--- src/rtl/hazard_stall_controller_if.sv ---
// Signal bundle between the pipeline datapath (master) and the hazard stall controller (slave).
interface hazard_stall_controller_if #(
  parameter int unsigned NB_REG_ADDR = 5,
  parameter int unsigned NB_CNT      = 16
) ();
  logic                   i_valid;
  logic [NB_REG_ADDR-1:0] i_rs_id;
  logic [NB_REG_ADDR-1:0] i_rt_id;
  logic                   i_use_rs_id;
  logic                   i_use_rt_id;
  logic                   i_jump_rs_id;
  logic                   i_halt_id;
  logic                   i_mem_read_ex;
  logic                   i_we_ex;
  logic [NB_REG_ADDR-1:0] i_rd_ex;
  logic                   i_flush_ex;
  logic                   i_resume;
  logic                   o_stall_pc;
  logic                   o_stall_ifid;
  logic                   o_bubble_idex;
  logic                   o_flush_ifid;
  logic                   o_halted;
  logic [NB_CNT-1:0]      o_stall_cycles;

  modport master (
    output i_valid, i_rs_id, i_rt_id, i_use_rs_id, i_use_rt_id, i_jump_rs_id, i_halt_id,
    output i_mem_read_ex, i_we_ex, i_rd_ex, i_flush_ex, i_resume,
    input  o_stall_pc, o_stall_ifid, o_bubble_idex, o_flush_ifid, o_halted, o_stall_cycles
  );

  modport slave (
    input  i_valid, i_rs_id, i_rt_id, i_use_rs_id, i_use_rt_id, i_jump_rs_id, i_halt_id,
    input  i_mem_read_ex, i_we_ex, i_rd_ex, i_flush_ex, i_resume,
    output o_stall_pc, o_stall_ifid, o_bubble_idex, o_flush_ifid, o_halted, o_stall_cycles
  );
endinterface

--- src/rtl/hazard_stall_controller.sv ---
// Load-use / JR hazard stall sequencer with HALT drain and a saturating stall-cycle counter.
module hazard_stall_controller #(
  parameter int unsigned NB_REG_ADDR = 5,
  parameter int unsigned NB_CNT      = 16,
  parameter int unsigned DRAIN_CYC   = 3
) (
  input logic                      i_clock,
  input logic                      i_reset,
  hazard_stall_controller_if.slave bus_io
);

  localparam int unsigned DrainW = (DRAIN_CYC > 1) ? $clog2(DRAIN_CYC) : 1;
  localparam logic [DrainW-1:0] DrainInit = DrainW'(DRAIN_CYC - 1);

  typedef enum logic [1:0] {StRun, StJrStall, StDrain, StHalted} state_e;

  state_e              state_q, state_d;
  logic [DrainW-1:0]   drain_q, drain_d;
  logic [NB_CNT-1:0]   stall_cnt_q, stall_cnt_d;

  logic [NB_REG_ADDR-1:0] rd_ex;
  logic rs_match, rt_match, hz_ex;
  logic stall_pc, stall_ifid, bubble_idex, flush_ifid;

  assign rd_ex    = bus_io.i_rd_ex;
  assign rs_match = (bus_io.i_rs_id == rd_ex);
  assign rt_match = (bus_io.i_rt_id == rd_ex);
  assign hz_ex    = bus_io.i_mem_read_ex & bus_io.i_we_ex & (rd_ex != '0) &
                    (((bus_io.i_use_rs_id | bus_io.i_jump_rs_id) & rs_match) |
                     (bus_io.i_use_rt_id & rt_match));

  always_comb begin
    state_d     = state_q;
    drain_d     = drain_q;
    stall_pc    = 1'b0;
    stall_ifid  = 1'b0;
    bubble_idex = 1'b0;
    flush_ifid  = 1'b0;

    unique case (state_q)
      StRun: begin
        if (bus_io.i_flush_ex) begin
          flush_ifid  = 1'b1;
          bubble_idex = 1'b1;
        end else if (hz_ex) begin
          stall_pc    = 1'b1;
          stall_ifid  = 1'b1;
          bubble_idex = 1'b1;
          // JR needs rs in ID, so the load must reach WB before it can proceed
          if (bus_io.i_jump_rs_id && rs_match) state_d = StJrStall;
        end else if (bus_io.i_halt_id) begin
          stall_pc   = 1'b1;
          stall_ifid = 1'b1;
          state_d    = StDrain;
          drain_d    = DrainInit;
        end
      end
      StJrStall: begin
        stall_pc    = 1'b1;
        stall_ifid  = 1'b1;
        bubble_idex = 1'b1;
        state_d     = StRun;
      end
      StDrain: begin
        stall_pc    = 1'b1;
        stall_ifid  = 1'b1;
        bubble_idex = 1'b1;
        if (drain_q == '0) state_d = StHalted;
        else               drain_d = drain_q - 1'b1;
      end
      StHalted: begin
        stall_pc    = 1'b1;
        stall_ifid  = 1'b1;
        bubble_idex = 1'b1;
        if (bus_io.i_resume) state_d = StRun;
      end
      default: state_d = StRun;
    endcase

    stall_cnt_d = stall_cnt_q;
    if (stall_pc && (state_q != StHalted) && (stall_cnt_q != '1)) begin
      stall_cnt_d = stall_cnt_q + 1'b1;
    end
  end

  always_ff @(posedge i_clock or negedge i_reset) begin
    if (!i_reset) begin
      state_q     <= StRun;
      drain_q     <= '0;
      stall_cnt_q <= '0;
    end else if (bus_io.i_valid) begin
      state_q     <= state_d;
      drain_q     <= drain_d;
      stall_cnt_q <= stall_cnt_d;
    end
  end

  // Stall/flush controls are forced low while reset is asserted, regardless of inputs
  assign bus_io.o_stall_pc     = i_reset & stall_pc;
  assign bus_io.o_stall_ifid   = i_reset & stall_ifid;
  assign bus_io.o_bubble_idex  = i_reset & bubble_idex;
  assign bus_io.o_flush_ifid   = i_reset & flush_ifid;
  assign bus_io.o_halted       = (state_q == StHalted);
  assign bus_io.o_stall_cycles = stall_cnt_q;

endmodule

--- src/flat_wrapper.sv ---
// flat-port wrapper written by rule: the top's interface ports become plain ports
module hazard_stall_controller_flat 
#(
  parameter int unsigned NB_REG_ADDR = 5,
  parameter int unsigned NB_CNT      = 16,
  parameter int unsigned DRAIN_CYC   = 3
)
  (i_clock, i_reset, bus_io_i_valid, bus_io_i_rs_id, bus_io_i_rt_id, bus_io_i_use_rs_id, bus_io_i_use_rt_id, bus_io_i_jump_rs_id, bus_io_i_halt_id, bus_io_i_mem_read_ex, bus_io_i_we_ex, bus_io_i_rd_ex, bus_io_i_flush_ex, bus_io_i_resume, bus_io_o_stall_pc, bus_io_o_stall_ifid, bus_io_o_bubble_idex, bus_io_o_flush_ifid, bus_io_o_halted, bus_io_o_stall_cycles);
  hazard_stall_controller_if #(.NB_REG_ADDR(NB_REG_ADDR), .NB_CNT(NB_CNT)) bus_io_i ();
  input logic i_clock;
  input logic i_reset;
  input wire logic [$bits(bus_io_i.i_valid)-1:0] bus_io_i_valid;
  input wire logic [$bits(bus_io_i.i_rs_id)-1:0] bus_io_i_rs_id;
  input wire logic [$bits(bus_io_i.i_rt_id)-1:0] bus_io_i_rt_id;
  input wire logic [$bits(bus_io_i.i_use_rs_id)-1:0] bus_io_i_use_rs_id;
  input wire logic [$bits(bus_io_i.i_use_rt_id)-1:0] bus_io_i_use_rt_id;
  input wire logic [$bits(bus_io_i.i_jump_rs_id)-1:0] bus_io_i_jump_rs_id;
  input wire logic [$bits(bus_io_i.i_halt_id)-1:0] bus_io_i_halt_id;
  input wire logic [$bits(bus_io_i.i_mem_read_ex)-1:0] bus_io_i_mem_read_ex;
  input wire logic [$bits(bus_io_i.i_we_ex)-1:0] bus_io_i_we_ex;
  input wire logic [$bits(bus_io_i.i_rd_ex)-1:0] bus_io_i_rd_ex;
  input wire logic [$bits(bus_io_i.i_flush_ex)-1:0] bus_io_i_flush_ex;
  input wire logic [$bits(bus_io_i.i_resume)-1:0] bus_io_i_resume;
  output wire logic [$bits(bus_io_i.o_stall_pc)-1:0] bus_io_o_stall_pc;
  output wire logic [$bits(bus_io_i.o_stall_ifid)-1:0] bus_io_o_stall_ifid;
  output wire logic [$bits(bus_io_i.o_bubble_idex)-1:0] bus_io_o_bubble_idex;
  output wire logic [$bits(bus_io_i.o_flush_ifid)-1:0] bus_io_o_flush_ifid;
  output wire logic [$bits(bus_io_i.o_halted)-1:0] bus_io_o_halted;
  output wire logic [$bits(bus_io_i.o_stall_cycles)-1:0] bus_io_o_stall_cycles;
  assign bus_io_i.i_valid = bus_io_i_valid;
  assign bus_io_i.i_rs_id = bus_io_i_rs_id;
  assign bus_io_i.i_rt_id = bus_io_i_rt_id;
  assign bus_io_i.i_use_rs_id = bus_io_i_use_rs_id;
  assign bus_io_i.i_use_rt_id = bus_io_i_use_rt_id;
  assign bus_io_i.i_jump_rs_id = bus_io_i_jump_rs_id;
  assign bus_io_i.i_halt_id = bus_io_i_halt_id;
  assign bus_io_i.i_mem_read_ex = bus_io_i_mem_read_ex;
  assign bus_io_i.i_we_ex = bus_io_i_we_ex;
  assign bus_io_i.i_rd_ex = bus_io_i_rd_ex;
  assign bus_io_i.i_flush_ex = bus_io_i_flush_ex;
  assign bus_io_i.i_resume = bus_io_i_resume;
  assign bus_io_o_stall_pc = bus_io_i.o_stall_pc;
  assign bus_io_o_stall_ifid = bus_io_i.o_stall_ifid;
  assign bus_io_o_bubble_idex = bus_io_i.o_bubble_idex;
  assign bus_io_o_flush_ifid = bus_io_i.o_flush_ifid;
  assign bus_io_o_halted = bus_io_i.o_halted;
  assign bus_io_o_stall_cycles = bus_io_i.o_stall_cycles;
  hazard_stall_controller #(.NB_REG_ADDR(NB_REG_ADDR), .NB_CNT(NB_CNT), .DRAIN_CYC(DRAIN_CYC)) u_core (.i_clock(i_clock), .i_reset(i_reset), .bus_io(bus_io_i));
endmodule
--- config.mk ---
export PLATFORM = sky130hd
export DESIGN_NAME = hazard_stall_controller_flat
export DESIGN_NICKNAME = d
export VERILOG_FILES = /design/src/rtl/hazard_stall_controller_if.sv /design/src/rtl/hazard_stall_controller.sv /design/src/flat_wrapper.sv
export SDC_FILE = /design/constraint.sdc
export NUM_CORES = 1
export LEC_CHECK = 0
export CORE_ASPECT_RATIO = 1.25
export CORE_MARGIN = 2
export CORE_UTILIZATION = 47
export DETAILED_ROUTE_END_ITERATION = 7
export MAX_ROUTING_LAYER = met4
export PLACE_DENSITY = 0.83
export SETUP_SLACK_MARGIN = 0.05
export SLEW_MARGIN = 10
export SYNTH_ARGS = -nofsm -noshare
export SYNTH_HDL_FRONTEND = slang
export SYNTH_SLANG_ARGS = --single-unit
--- constraint.sdc ---
create_clock -name i_clock -period 2.65 [get_ports i_clock]
set_input_delay 0.265 -clock i_clock [delete_from_list [all_inputs] [get_ports i_clock]]
set_output_delay 0.265 -clock i_clock [all_outputs]
set_load 0.05 [all_outputs]
# Yosys cells after proc, flatten, opt, wreduce, memory -nomap -nowiden
# Cells that the tools add are included.
[classes] n_addsub=2 n_mul=0 div_mod_pow=0 n_lt_le_gt_ge=0 n_eq_ne=15 n_shift=0 mux=20 n_bitwise=10 reduce_logical=11
[op_table] operator="2-bit 2-to-1 mux" n=9
[op_table] operator="16-bit by 1-bit adder with 16-bit output (second input constant)" n=1
[op_table] operator="16-bit inequality test (second input constant)" n=1
[op_table] operator="2-bit inequality test (second input constant)" n=6
[op_table] operator="6-bit AND reduction" n=2
[op_table] operator="5-bit equality test" n=2
[op_table] operator="1-bit bitwise AND" n=8
[op_table] operator="2-bit one-hot mux with 4 select lines" n=1
[op_table] operator="1-bit 2-to-1 mux" n=7
[op_table] operator="5-bit nonzero test" n=1
[op_table] operator="2-bit equality test (second input constant)" n=2
[op_table] operator="2-bit zero test" n=2
[op_table] operator="1-bit one-hot mux with 2 select lines" n=2
[op_table] operator="2-bit one-hot mux with 2 select lines" n=1
[op_table] operator="1-bit logical AND" n=3
[op_table] operator="3-bit by 2-bit inequality test with 1-bit output (second input constant)" n=1
[op_table] operator="3-bit inequality test (second input constant)" n=1
[op_table] operator="3-bit OR reduction" n=1
[op_table] operator="2-bit by 1-bit equality test with 1-bit output (second input constant)" n=1
[op_table] operator="2-bit by 1-bit inequality test with 1-bit output (second input constant)" n=1
[op_table] operator="1-bit OR" n=2
[op_table] operator="2-bit AND reduction" n=1
[op_table] operator="2-bit nonzero test" n=1
[op_table] operator="2-bit by 1-bit subtractor with 2-bit output (second input constant)" n=1
[word_totals] reg_bits=20 latch_bits=0 ram_bits=0 mem_bits_ro=0 input_bits=26 wordCells=61 mem_count=0

# Depth between registers and ports, before layout
# Gate-level depths: netlist of run 1.
[depth] word_depth=10 mapped_depth=8 mapped_depth_nobuf=7

# Worst setup path before layout of run 1
# OpenSTA, ideal clock, no wires.
[synth_timing] kind="input port to output port" from="input bus_io_i_rd_ex[4]" to="output bus_io_o_stall_pc" arrival_time_ns=1.963 t_required_ns=2.385 slack_ns=0.422 stages=8 path_cell_list="xor2_1 -> nor4_1 -> nand3_1 -> a21oi_4 -> nor2_1 -> o21ai_0 -> and2_1 -> buf_4"
[synth_via] elab_chain_len=8
[synth_lines] element="start: declaration" line="flat_wrapper.sv:21" text="input wire logic [$bits(bus_io_i.i_rd_ex)-1:0] bus_io_i_rd_ex;"
[synth_lines] element="5-bit equality test, on equally long branches" line="hazard_stall_controller.sv:26, hazard_stall_controller.sv:27"
[synth_lines] element="1-bit bitwise AND, on equally long branches" line="hazard_stall_controller.sv:29, hazard_stall_controller.sv:30"
[synth_lines] element="1-bit OR" line="hazard_stall_controller.sv:29" text="(((bus_io.i_use_rs_id | bus_io.i_jump_rs_id) & rs_match) |"
[synth_lines] element="1-bit bitwise AND (*)" line="hazard_stall_controller.sv:28" text="assign hz_ex = bus_io.i_mem_read_ex & bus_io.i_we_ex & (rd_ex != '0) &"
[synth_lines] element="1-bit 2-to-1 mux (*) (2 in a row)"
[synth_lines] element="1-bit one-hot mux with 2 select lines (*)"
[synth_lines] element="1-bit bitwise AND (*)"
[synth_lines] element="end: declaration" line="flat_wrapper.sv:24" text="output wire logic [$bits(bus_io_i.o_stall_pc)-1:0] bus_io_o_stall_pc;"
# Mark *: on every way between the ends. The rest lies on a longest branch, timed or not.

# Worst setup path after layout of run 1
[layout_timing] from="input bus_io_i_rd_ex[1]" to="output bus_io_o_bubble_idex"
[layout_via] elab_chain_len=8
[layout_lines] element="5-bit equality test, on equally long branches" line="hazard_stall_controller.sv:26, hazard_stall_controller.sv:27"
[layout_lines] element="1-bit bitwise AND, on equally long branches" line="hazard_stall_controller.sv:29, hazard_stall_controller.sv:30"
[layout_lines] element="1-bit OR" line="hazard_stall_controller.sv:29"
[layout_lines] element="1-bit bitwise AND (*)" line="hazard_stall_controller.sv:28"
[layout_lines] element="1-bit 2-to-1 mux (*)" line="hazard_stall_controller.sv:45" text="end else if (hz_ex) begin"
[layout_lines] element="1-bit 2-to-1 mux (*)" line="hazard_stall_controller.sv:42" text="if (bus_io.i_flush_ex) begin"
[layout_lines] element="1-bit one-hot mux with 2 select lines (*)" line="hazard_stall_controller.sv:40" text="unique case (state_q)"
[layout_lines] element="1-bit bitwise AND (*)" line="hazard_stall_controller.sv:101" text="assign bus_io.o_bubble_idex = i_reset & bubble_idex;"
[layout_lines] element="end: declaration" line="flat_wrapper.sv:26" text="output wire logic [$bits(bus_io_i.o_bubble_idex)-1:0] bus_io_o_bubble_idex;"
# Marks and branches as above.

==> metrics, run 1 <==
main combinational cell family by area after synthesis=simple AND/OR/NAND/NOR gates; RSZ-0062 raised after global routing=no; post-layout instance area=approximately 1900 sq um; status=completed; die height=61.80 microns; Mapped Cells=about 130; min cycle time layout=2.462 ns; Sink Count=20; r2r worst-path depth=7; worst min path class=in2async; cells along the critical path=clkdlybuf4s50_1 > or4_1 > o211ai_2 > a21oi_4 > buf_4 > o31a_1 > buf_12; maximum vdd drop=between 0.6 and 0.7 mV; fmax=about 0.41 GHz; Die X=between 50 and 60 microns; # setup viols final=0; clk_lat worst skew=~0.30 ns; slowest library cell on the worst path=or4_1; post-synthesis async set-or-reset flop share=100.0%; Port Buf Inserts=46; worst flop-to-flop path startpoint=u_core.bus_io.o_stall_cycles[0]$_DFFE_PN0P_; GPL Wtd Cong=around 0.81; CTS tree=done; leading area contributor after synthesis=dfrtp_1; first-pass GRT wire length=around 5000 microns; DP HPWL=about 2500 microns; Starting Density=about half; First DRT Iteration DRCs=22; Final Cycle Share=roughly 93%; GRT Total Usage=22.47%; Max Used Layer=met4; fin. max-slew vios=0; met2 WL=~1800 microns; worst reg2reg path endpoint=u_core.bus_io.o_stall_cycles[11]$_DFFE_PN0P_; Worst slew margin=65.79%; floorplan row count=20; Detail Route Antenna Nets=0; clk_skew=~0.015 ns; simple logic cell fraction of the synthesized area=roughly 25%; DR DRC count=0; #FFs+latches synth=20; crit path DAT=between 2 and 2.5 ns; # diodes=0; Critical Path RT=between 2 and 2.5 ns; leading cell types in the layout, fill and taps excluded=clkdlybuf4s50_1 (42), xor2_1 (22), dfrtp_1 (20); max-cap violations=0; synthesized area=roughly 1300 sq um; Least-Margin Pin Slew=roughly 0.51 ns; antenna violations before repair=0; adder-cell share of the synthesized area=1.992%; Synth Net Count=~160; number of vias per cell=5.409; Layout area overhead=49.20%; crit-path max FO=6; WL/cell=roughly 14 microns; dpl cell area=1807 sq um; register area share after synthesis=39.84%; fin nets=about 210; Post-synth EDFFs=0; ys flop type=dfrtp_1; crit path launch type=input pin; post-synth top area share=between 30% and 40%; WL met3=98 microns; largest net degree at the start of global routing=21; CTS buffer count=3; Routed Wire Length=between 3000 and 4000 microns; drt pass-1 iters=4; CTS Root Cell=clkbuf_4; Longest Clk Path Bufs=2; DIE AREA=3105 sq um; Crit Path Class=in2out; core area=about 2500 sq um; pwr dens=between 900 and 1000 nW/um^2; mux share of post-synthesis cell area=1.195%; vias in the first global route=1234; Ports=47; Post-CTS Hold Fix Bufs=0; commonest non-fill, non-tap cell in the layout=clkdlybuf4s50_1; CP Capture Type=output port; Netlist cell types=35; count of final hold-check violations=0; largest cells by area after synthesis=dfrtp_1 (40%), xor2_1 (15%), nand3_1 (3.6%), nand2_1 (3.6%), nor2_1 (3.6%); vias=~1200; CP max stage delay=between 0.5 and 0.6 ns; syn avg cell area=9.589 sq um; P_leak=approximately 0.8 nW; Synth Area in XOR/XNOR=17.43%; Met1 Routed Length=between 1000 and 1500 microns; Clock Pin Slew Worst Setup and Hold Paths=0.12 ns; R2R setup slack=roughly 0.59 ns; Compound-Gate Fraction of Synth Area=roughly 12%; gr ovfl total=0; Setup TNS Final=0 ns; YS warnings=0; share of layout cells above drive strength 1=11.54%; CTS H-tree depth=1
worst max-delay path by stage:
stage,start,end,depth (start not counted)
after floorplan,bus_io_i_rd_ex[4],bus_io_o_stall_pc,8
after global placement,bus_io_i_rd_ex[0],bus_io_o_stall_ifid,9
after detailed placement,bus_io_i_rd_ex[0],bus_io_o_stall_ifid,9
after CTS,bus_io_i_rd_ex[0],bus_io_o_stall_ifid,9
after global routing,bus_io_i_rd_ex[0],bus_io_o_stall_ifid,9
final,bus_io_i_rd_ex[1],bus_io_o_bubble_idex,7
per-stage QoR:
stage / setup slack [ns] / std cells / power (mW) / util (%) / hold WS [ns]
after CTS: 0.1369 / 215 / 1.721 / 75.35 / 0.3980
final: 0.1883 / 215 / 1.712 / 75.66 / 0.4102
after floorplan: 0.4216 / 131 / 1.126 / - / -0.03059
after global placement: 0.1345 / 210 / 1.442 / 72.93 / 0.4735
after detailed placement: 0.04603 / 210 / 1.470 / 72.93 / 0.4951
after global routing: 0.1030 / 215 / 1.813 / 75.66 / 0.4216
routing by layer:
| metal | track usage (%) | up-vias |
|---|---|---|
| met5 | - | - |
| met4 | 8.333 | 0 |
| met3 | 3.349 | 4 |
| met2 | 45.86 | 33 |
| met1 | 21.12 | 556 |
| li1 | - | 570 |
layout make-up:
| class | instances | area, sq um |
|---|---|---|
| multi-input combinational | 104 | 725.7 |
| fill | 177 | 603.1 |
| timing repair buffer | 49 | 535.5 |
| sequential | 20 | 500.5 |
| tap | 33 | 41.29 |
| clock inverter | 1 | 30.03 |
| clock buffer | 3 | 22.52 |
| inverter | 5 | 18.77 |
critical path: cells and delay by family:
| kind | cells | cell delay (ns) |
|---|---|---|
| buf+inv | 3 | 0.80 |
| simple gates | 1 | 0.56 |
| compound gates | 3 | 0.56 |
sequential cells by signal, summed over array words and instances (netlist names):
signal / count
u_core.state_q: 2
u_core.bus_io.o_stall_cycles: 16
u_core.drain_q: 2
logic make-up after synthesis:
family,after synthesis
AO/OA/AOI/OAI,17
XOR/XNOR,25
adder cells (fa/ha/maj),2
buffers and inverters,7
flip-flops,20
multiplexers,1
AND/OR/NAND/NOR,59
power breakdown:
group | internal [mW] | switching, mW
clock network | 0.153 | 0.0917
registers | 0.397 | 0.128
logic | 0.390 | 0.552
Yosys cell counts (all sizes together) (2+ instances only):
cell type,count
xor2,22
dfrtp,20
nand2,12
nor2,12
nand3,9
nor3,7
inv,5
nor4,5
and3,4
a31oi,3
and2,3
xnor2,3
a21oi,2
buf,2
ha,2
nand3b,2
nand4,2
o211ai,2
o21ai,2
what timing repair did:
| action | CTS | global route |
|---|---|---|
| setup buffers | 1 | 0 |
| setup endpoints to repair | 2 | 2 |
| pin swaps | 1 | 0 |
| gates cloned | 0 | 0 |
| resized for setup | 0 | 2 |
Power figures use the tool's default switching activity.
==> run 2, diff against run 1 <==
--- a/config.mk
+++ b/config.mk
@@ -9,6 +9,7 @@
 export CORE_MARGIN = 2
 export CORE_UTILIZATION = 47
 export DETAILED_ROUTE_END_ITERATION = 7
+export HOLD_SLACK_MARGIN = 0.12
 export MAX_ROUTING_LAYER = met4
 export PLACE_DENSITY = 0.83
 export SETUP_SLACK_MARGIN = 0.05
==> results of run 2 <==
The final DEF is identical to that of run 1; final timing and power are the same.
==> run 3, diff against run 2 <==
--- a/config.mk
+++ b/config.mk
@@ -7,13 +7,15 @@
 export LEC_CHECK = 0
 export CORE_ASPECT_RATIO = 1.25
 export CORE_MARGIN = 2
-export CORE_UTILIZATION = 47
+export CORE_UTILIZATION = 66
 export DETAILED_ROUTE_END_ITERATION = 7
+export DONT_BUFFER_PORTS = 1
 export HOLD_SLACK_MARGIN = 0.12
 export MAX_ROUTING_LAYER = met4
-export PLACE_DENSITY = 0.83
+export PLACE_DENSITY = 0.81
 export SETUP_SLACK_MARGIN = 0.05
 export SLEW_MARGIN = 10
 export SYNTH_ARGS = -nofsm -noshare
 export SYNTH_HDL_FRONTEND = slang
 export SYNTH_SLANG_ARGS = --single-unit
+export TNS_END_PERCENT = 1
==> run 3 against run 2 <==
Utilization increased by 6.2 points. Sequential power decreased by 10%. Setup slack gained 0.36 ns. Critical path type is now reg2reg. Critical endpoint is now u_core.bus_io.o_stall_cycles[14]$_DFFE_PN0P_.
==> metrics, run 3 (synthesis results as in run 1) <==
fin nets=around 180; status=completed; dpl cell area=1396 sq um; vias=between 1000 and 1500; Least-Margin Pin Slew=0.8977 ns; Die X=~43 microns; crit path launch type=register; post-layout instance area=between 1000 and 1500 sq um; Longest Clk Path Bufs=2; Crit Path Class=reg2reg; gr ovfl total=0; Placed Instances=~170; hold_ws=about 0.17 ns; r2r worst-path depth=7; min cycle time layout=2.102 ns; Starting Density=a little over two thirds; Post-CTS Setup Bufs=0; Post-CTS Hold Fix Bufs=3; floorplan row count=17; Final Power=roughly 1.5 mW; Critical Path RT=approximately 2.9 ns; pwr dens=between 1000 and 1500 nW/um^2; GRT Total Usage=around 28%; crit-path max FO=10; # setup viols final=0; Seq. cell area=500.5 sq um; antenna violations before repair=0; first-pass GRT wire length=4623 microns; Core Util, Final=about 82%; max FFs per register=16; Worst slew margin=around two fifths; worst reg2reg path endpoint=u_core.bus_io.o_stall_cycles[14]$_DFFE_PN0P_; final instance count without filler cells=173; DIE AREA=2270 sq um; max-cap violations=0; Sink Count=20; P_leak=about 0.68 nW; die height=52.78 microns; number of vias per cell=about 6.3; worst flop-to-flop path startpoint=u_core.bus_io.o_stall_cycles[0]$_DFFE_PN0P_; commonest non-fill, non-tap cell in the layout=xor2_1; First DRT Iteration DRCs=23; Routed Wire Length=between 2000 and 3000 microns; DR DRC count=0; count of final hold-check violations=0; Layout area overhead=16.43%; worst slack at placement=just over 0.5 ns; R2R setup slack=about 0.55 ns; Worst Setup SP=u_core.bus_io.o_stall_cycles[0]$_DFFE_PN0P_; # fillers=around 120; crit path DAT=between 2 and 2.5 ns; vias in the first global route=1199; RSZ-0062 raised after global routing=no; clk_skew=between 0.004 and 0.005 ns; Ports=47; Worst Setup EP=u_core.bus_io.o_stall_cycles[14]$_DFFE_PN0P_; share of layout cells above drive strength 1=19.48%; worst min path class=in2reg; Detail Route Antenna Nets=0; maximum vdd drop=0.8783 mV; final setup margin=approximately 0.55 ns; Port Buf Inserts=0; Final Cycle Share=79.30%; CTS H-tree depth=1; # diodes=0; fmax=0.4758 GHz; core area=between 1500 and 2000 sq um; Multi-input gate area=718.2 sq um; Post-CTS Resized=0; Clock Pin Slew Worst Setup and Hold Paths=~0.11 ns; leading cell types in the layout, fill and taps excluded=xor2_1 (22), dfrtp_1 (20), buf_4 (18); Setup TNS Final=0 ns; fin. max-slew vios=0; CTS Root Cell=clkbuf_4; drt pass-1 iters=5; GPL Wtd Cong=approximately 0.77; DP HPWL=between 2000 and 2500 microns; CP Capture Type=register; WL/cell=between 15 and 20 microns; largest net degree at the start of global routing=21; CTS buffer count=3; clk_lat worst skew=0.29 ns; CTS tree=done
-- run 3: cell types whose count changed in the layout (fill, tap and decap cells not counted), sizes merged --
cell,delta
buf,+11
clkdlybuf4s50,-42
bufinv,-1
clkbuf,+1
dlygate4sd3,+3
-- run 3: cell type report --
type / count / share of cell area [%]
inverter: 5 / 1.283
tap: 19 / 1.625
clock buffer: 4 / 2.481
timing repair buffer: 21 / 11.29
multi-input combinational: 104 / 49.10
sequential: 20 / 34.22
-- run 3: routing by layer --
metal	track usage, %	vias to the layer above	routed length (microns)
met4	15.15	0	70
li1	-	512	-
met3	5.517	8	161
met2	53.03	46	1577
met1	27.19	528	1018
met5	-	-	0
-- run 3: worst min-delay path by stage --
stage,from,end,cells after the start
after CTS,bus_io_i_valid,u_core.state_q[0]$_DFFE_PN0P_,2
final,bus_io_i_valid,u_core.state_q[0]$_DFFE_PN0P_,2
after global routing,bus_io_i_valid,u_core.state_q[0]$_DFFE_PN0P_,2
after floorplan,i_reset,u_core.bus_io.o_stall_cycles[0]$_DFFE_PN0P_,0
after detailed placement,i_reset,u_core.bus_io.o_stall_cycles[6]$_DFFE_PN0P_,0
after global placement,i_reset,u_core.bus_io.o_stall_cycles[6]$_DFFE_PN0P_,0
-- run 3: critical path, cell delays in order, from the launching register on --
cell     delay, ns
dfrtp_1       0.41
ha_1          0.26
and3_1        0.18
a31oi_1       0.27
o31ai_4       0.18
buf_4         0.21
nor4_1        0.33
xor2_1        0.20
-- run 3: power breakdown --
group / total [mW] / switching [mW] / internal [mW]
clock: 0.171 / 0.0872 / 0.0836
sequential: 0.472 / 0.0746 / 0.397
combinational: 0.875 / 0.587 / 0.289
